--- src/rtl/conv2_mac_sched.sv ---
// Tap-serial conv2 MAC sequencer: 3 channels x 25 taps through one shared MAC, one 14-bit result per window.
// Optional ZERO_SKIP_EN: hold the MAC pipeline on zero operands and count the skipped MACs.
module conv2_mac_sched #(
  parameter int NUM_CH  = 3,
  parameter int TAPS    = 25,
  parameter int ACC_W   = 20,
  parameter int OUT_LSB = 6
) (
  input  logic               clk,
  input  logic               rst_n,
  input  logic               win_valid,
  output logic               win_ready,
  input  logic               flush,
  output logic               rd_en,
  output logic [1:0]         rd_ch,
  output logic [4:0]         rd_tap,
  output logic [6:0]         wt_addr,
  input  logic signed [11:0] rd_data,
  input  logic signed [7:0]  wt_data,
  output logic [13:0]        conv_out,
  output logic               out_valid,
  input  logic               out_ready,
  output logic [6:0]         skip_cnt
);

  typedef enum logic [1:0] {IDLE, RUN, DRAIN, OUT} state_t;

  localparam logic [4:0] LAST_TAP = 5'(TAPS - 1);
  localparam logic [1:0] LAST_CH  = 2'(NUM_CH - 1);

  state_t                  state_q;
  logic                    rd_en_q, drain_q, out_valid_q;
  logic [1:0]              ch_q;
  logic [4:0]              tap_q;
  logic [6:0]              addr_q, skip_q;
  logic [13:0]             conv_q;
  // [0] data on bus, [1] operand regs loaded, [2] product reg loaded
  logic [2:0]              vld_pipe_q;
  logic signed [11:0]      op_a_q;
  logic signed [7:0]       op_b_q;
  logic signed [19:0]      prod_q;
  logic signed [ACC_W-1:0] acc_q;

  logic signed [19:0]      mul_d;
  logic signed [ACC_W-1:0] prod_ext_d, mul_ext_d, acc_fin_d;
  logic                    op_zero_d;

`ifdef ZERO_SKIP_EN
  assign op_zero_d = (rd_data == 12'sd0) || (wt_data == 8'sd0);
`else
  assign op_zero_d = 1'b0;
`endif

  assign mul_d      = 20'(op_a_q) * 20'(op_b_q);
  assign prod_ext_d = ACC_W'(prod_q);
  assign mul_ext_d  = ACC_W'(mul_d);
  // The last two MACs are still in flight when DRAIN ends; fold them into the result.
  assign acc_fin_d  = acc_q + (vld_pipe_q[2] ? prod_ext_d : '0)
                            + (vld_pipe_q[1] ? mul_ext_d  : '0);

  always_ff @(posedge clk or negedge rst_n) begin
    if (!rst_n) begin
      state_q     <= IDLE;
      rd_en_q     <= 1'b0;
      drain_q     <= 1'b0;
      out_valid_q <= 1'b0;
      ch_q        <= '0;
      tap_q       <= '0;
      addr_q      <= '0;
      skip_q      <= '0;
      conv_q      <= '0;
      vld_pipe_q  <= '0;
      op_a_q      <= '0;
      op_b_q      <= '0;
      prod_q      <= '0;
      acc_q       <= '0;
    end else if (flush) begin
      state_q     <= IDLE;
      rd_en_q     <= 1'b0;
      drain_q     <= 1'b0;
      out_valid_q <= 1'b0;
      ch_q        <= '0;
      tap_q       <= '0;
      addr_q      <= '0;
      vld_pipe_q  <= '0;
      acc_q       <= '0;
    end else begin
      vld_pipe_q <= {vld_pipe_q[1], vld_pipe_q[0] & ~op_zero_d, rd_en_q};
      if (vld_pipe_q[0] && !op_zero_d) begin
        op_a_q <= rd_data;
        op_b_q <= wt_data;
      end
      if (vld_pipe_q[1]) prod_q <= mul_d;
      if (vld_pipe_q[2]) acc_q  <= acc_q + prod_ext_d;
      if (vld_pipe_q[0] && op_zero_d) skip_q <= skip_q + 7'd1;

      case (state_q)
        IDLE: if (win_valid) begin
          state_q <= RUN;
          rd_en_q <= 1'b1;
          ch_q    <= '0;
          tap_q   <= '0;
          addr_q  <= '0;
          acc_q   <= '0;
          skip_q  <= '0;
        end
        RUN: begin
          if (tap_q == LAST_TAP) begin
            tap_q <= '0;
            if (ch_q == LAST_CH) begin
              state_q <= DRAIN;
              rd_en_q <= 1'b0;
              drain_q <= 1'b0;
              ch_q    <= '0;
              addr_q  <= '0;
            end else begin
              ch_q   <= ch_q + 2'd1;
              addr_q <= addr_q + 7'd1;
            end
          end else begin
            tap_q  <= tap_q + 5'd1;
            addr_q <= addr_q + 7'd1;
          end
        end
        DRAIN: begin
          drain_q <= 1'b1;
          if (drain_q) begin
            state_q     <= OUT;
            out_valid_q <= 1'b1;
            conv_q      <= acc_fin_d[OUT_LSB+13:OUT_LSB];
          end
        end
        OUT: if (out_ready) begin
          state_q     <= IDLE;
          out_valid_q <= 1'b0;
        end
        default: state_q <= IDLE;
      endcase
    end
  end

  assign win_ready = (state_q == IDLE);
  assign rd_en     = rd_en_q;
  assign rd_ch     = ch_q;
  assign rd_tap    = tap_q;
  assign wt_addr   = addr_q;
  assign conv_out  = conv_q;
  assign out_valid = out_valid_q;
  assign skip_cnt  = skip_q;

endmodule
--- config.mk ---
export PLATFORM = sky130hd
export DESIGN_NAME = conv2_mac_sched
export DESIGN_NICKNAME = d
export VERILOG_FILES = /design/src/rtl/conv2_mac_sched.sv
export SDC_FILE = /design/constraint.sdc
export NUM_CORES = 1
export LEC_CHECK = 0
export ABC_CLOCK_PERIOD_IN_PS = 12200
export BUFFER_PORTS_ARGS = -buffer_cell sky130_fd_sc_hd__clkbuf_2
export CAP_MARGIN = 0
export CORE_UTILIZATION = 57
export CTS_BUF_LIST = sky130_fd_sc_hd__clkbuf_16
export DETAILED_ROUTE_END_ITERATION = 10
export PLACE_DENSITY = 0.73
export SLEW_MARGIN = 30
export SYNTH_ARGS = -nofsm -noshare
export SYNTH_HDL_FRONTEND = slang
export SYNTH_SLANG_ARGS = --single-unit
--- constraint.sdc ---
create_clock -name clk -period 12.2 [get_ports clk]
set_clock_uncertainty 0.1 [all_clocks]
set_input_delay 0.61 -clock clk [delete_from_list [all_inputs] [get_ports clk]]
set_output_delay 0.61 -clock clk [all_outputs]
set_load 0.01 [all_outputs]
==> results by group <==
CTS
  – Clock sinks: 96
  – # hold bufs at CTS: 0
  – Root buffer cell: clkbuf_16
  – CTS buffer count: 9
  – Post-CTS Repair Setup Buffers: 0
  – Max Root-Sink Buffers: 2
  – Clock transition at path regs: 0.07 ns
  – Clock latency on the worst-skew pair: 0.35 ns
  – H-tree levels: 3
  – CTS tree: done
  – Post-cts sizing count: 0

STA
  – Fmax: 0.144 GHz
  – Tcrit/Tclk final: 57.0%
  – Setup_tns: 0 ns
  – Setup-failing EPs final: 0
  – Max Slew Vio Count: 0
  – Worst slew pin tran: 0.868 ns
  – Hold Vio Cnt, Final: 0
  – Final min period: 6.95 ns
  – Unrepaired setup endpoints after global routing: no
  – Slew HR: 42.1%

Yosys
  – Synth Area in Adders: 31.3%
  – Synth async-reset ratio: 100%
  – Post-Synth XOR/XNOR Area: 5.04%
  – Synth Area in Compound Gates: 9.85%
  – Mux contribution to synthesized area: 5.81%
  – Syn_area_per_cell: 9.73 µm²
  – Dominant synthesized flop cell: dfrtp_1
  – Post-synth EDFFs: 0
  – Largest family of logic cells by synthesized area: adder cells
  – Post-synthesis sequential area ratio: 25.3%
  – Mapped Area: 9490 µm²
  – #FFs+latches synth: 96
  – Post-Synthesis Cells: 976
  – Synth Area in Simple Gates: 16.2%
  – Ys Warns: 0
  – Yosys cell types: 56

Final layout
  – Ratio of cells with drive above 1 in the final layout: 11.8%
  – Multi-input gate area in the final layout: 6510 µm²
  – Register Area: 2400 µm²
  – ANT cells: 0
  – Final nets: 1224
  – Layout fillers: 1323
  – Layout area overhead: 8.55%

Floorplanning
  – Core area: 16100 µm²
  – Cell row count: 46
  – Die width: 131 µm
  – Die Y: 131 µm
  – Initial Util: 59.1%
  – Die area: 17200 µm²
  – IO Pins: 63

GRT
  – Initial antenna violation count: 0
  – Grt met2 use: 38.2%
  – Largest net degree at the start of global routing: 70
  – Total GRT Usage: 23.7%
  – Vias in the first global route: 6539
  – GR Layer Usage met1: 34.0%
  – Remaining global-route overflow: 0
  – Met3 GRT Util: 3.26%
  – Global-route wire length before repair: 31.5 mm
  – Busiest layer in global routing: met2

Route
  – Drt total wl: 18.2 mm
  – Vias after detailed routing: 6505
  – First drt pass iteration count: 4
  – Average wire per standard cell: 14.7 µm
  – Routed vias/inst: 5.24
  – DRC errors left: 0
  – Post-DRT Antenna Nets: 0
  – First DRT Iteration DRCs: 297

Critical path
  – Crit-path max FO: 8
  – Crit path max-delay family: adder cells
  – Worst R2R Start: op_b_q[7]
  – R2R depth: 23
  – Critical-path cell list: clkinv_1 > fa_1 > fa_1 > inv_1 > fa_1 > inv_1 > fa_1 > inv_1 > ha_1 > nand3_1 > o211ai_1 > o41ai_2 > xnor2_1 > and2_1 > fa_1 > ha_1 > a21o_1 > a21oi_1 > nor3b_1 > a21oi_2 > a221oi_2 > xnor3_1 > o21ai_1
  – CP Launch Type: register
  – CP Data Arrival Time: 7.13 ns
  – Crit-path most repeated cell: fa_1
  – CP Buf/Inv Count: 4
  – R2R Setup Slk: 5.25 ns
  – R2r endpoint: conv_out[13]
  – WP data required: 12.38 ns
  – WS Path Type: register to register
  – CP endpoint kind: register
  – Worst path slowest cell: fa_1
  – CP peak stage delay: 0.57 ns

Placed design
  – Port bufs: 55
  – DP Wirelength: 14.4 mm
  – Global placement routability congestion: 0.875

Job
  – # Max-Cap Violations: 0

Status
  – Status: complete, no violations

Worst hold path
  – Worst Hold Class: input pin to asynchronous set/reset pin
## logic make-up after synthesis
| kind of cell | count (synthesis) |
|---|---|
| AOI/OAI and AO/OA | 140 |
| xor gates and xnor gates | 53 |
| adders and majority gates | 179 |
| buffers and inverters | 156 |
| DFF | 96 |
| muxes | 51 |
| other | 1 |
| and+or+nand+nor | 300 |
## worst max-delay path by stage
stage               startpoint      endpoint  depth (start not counted)
floorplan            op_b_q[0]  conv_out[13]                         26
global placement     op_b_q[7]  conv_out[13]                         24
detailed placement   op_b_q[7]  conv_out[13]                         24
CTS                  op_b_q[7]  conv_out[13]                         24
global route         op_b_q[2]  conv_out[13]                         24
finish               op_b_q[7]  conv_out[13]                         23
## synth_stat cells (5+ instances only)
cell type,count,area [µm²]
nor3_1,9,45.0
o21a_1,5,37.5
nand3_1,11,55.1
a211oi_1,8,60.1
o21ai_0,36,180
fa_1,98,1960
ha_1,81,1010
dfrtp_1,96,2400
nand2b_1,23,144
o21ai_1,6,30.0
xor2_1,16,140
nand2_1,85,319
clkbuf_1,22,82.6
and2_1,98,613
xnor2_1,36,315
a21oi_1,34,170
a21o_1,18,135
mux2i_1,18,180
and3_1,5,31.3
mux2_2,33,372
buf_4,7,52.6
inv_1,123,462
o31ai_1,6,45.0
nor2_1,48,180
nor2b_1,7,43.8
## cell usage in the layout, fill, tap and decap left out, types with 3 or more instances in the layout
cell / synthesis / layout
inv_1: 123 / 123
and2_1: 98 / 98
fa_1: 98 / 98
dfrtp_1: 96 / 96
nand2_1: 85 / 85
ha_1: 81 / 81
clkbuf_2: 0 / 54
nor2_1: 48 / 48
o21ai_0: 36 / 36
xnor2_1: 36 / 36
a21oi_1: 34 / 34
mux2_2: 33 / 33
nand2b_1: 23 / 23
a21o_1: 18 / 18
mux2i_1: 18 / 18
xor2_1: 16 / 16
nand3_1: 11 / 11
nor3_1: 9 / 9
clkbuf_16: 0 / 9
a211oi_1: 8 / 8
conb_1: 1 / 7
nor2b_1: 7 / 6
o21ai_1: 6 / 6
o31ai_1: 6 / 6
o21a_1: 5 / 5
and3_1: 5 / 5
clkinv_1: 1 / 3
o21bai_1: 3 / 3
or2_2: 3 / 3
nor3b_1: 3 / 3
bufinv_16: 0 / 3
buf_4: 7 / 3
## flip-flops by register name (all words and copies together) (netlist names)
signal	flops
state_q	2
op_b_q	8
vld_pipe_q	3
rd_tap	5
prod_ext_d	20
acc_q	20
out_valid	1
wt_addr	7
drain_q	1
op_a_q	12
rd_ch	2
rd_en	1
conv_out	14
## through the flow
stage / hold slack, ns / utilization, % / cell area, µm² / setup slack [ns] / instances
after floorplan: 0.214 / - / 9510 / 5.82 / 982
final: 0.0723 / 64.2 / 10300 / 5.25 / 1241
after global routing: 0.0949 / 64.2 / 10300 / 4.76 / 1241
after detailed placement: 0.369 / 61.9 / 9940 / 5.22 / 1224
after CTS: 0.0797 / 64.0 / 10300 / 5.19 / 1240
after global placement: 0.359 / 61.9 / 9940 / 5.41 / 1224
## layout make-up
class / count / area share, %
multi-input combinational: 730 / 63.2
sequential: 96 / 23.3
inverter: 124 / 4.52
timing repair buffer: 59 / 3.06
tap: 216 / 2.62
clock buffer: 9 / 2.19
clock inverter: 7 / 1.14
## worst reg2reg max path: cells and delay by family, from the launching register on
family	cells	cell delay, ns
xor+xnor	2	0.55
flops	1	0.45
simple gates	3	0.66
fa+ha+maj	7	3.22
buf+inv	4	0.43
compound gates	7	1.48
## per-layer routing
layer / part of all wire, % / vias to the layer above
met5: 0 / -
met4: 1.1 / 0
met3: 2.9 / 15
met2: 46 / 99
met1: 50 / 3154
li1: - / 3237
Power is not shown: default switching activity piles up to over one toggle a cycle in this logic, so the estimate is an artifact.
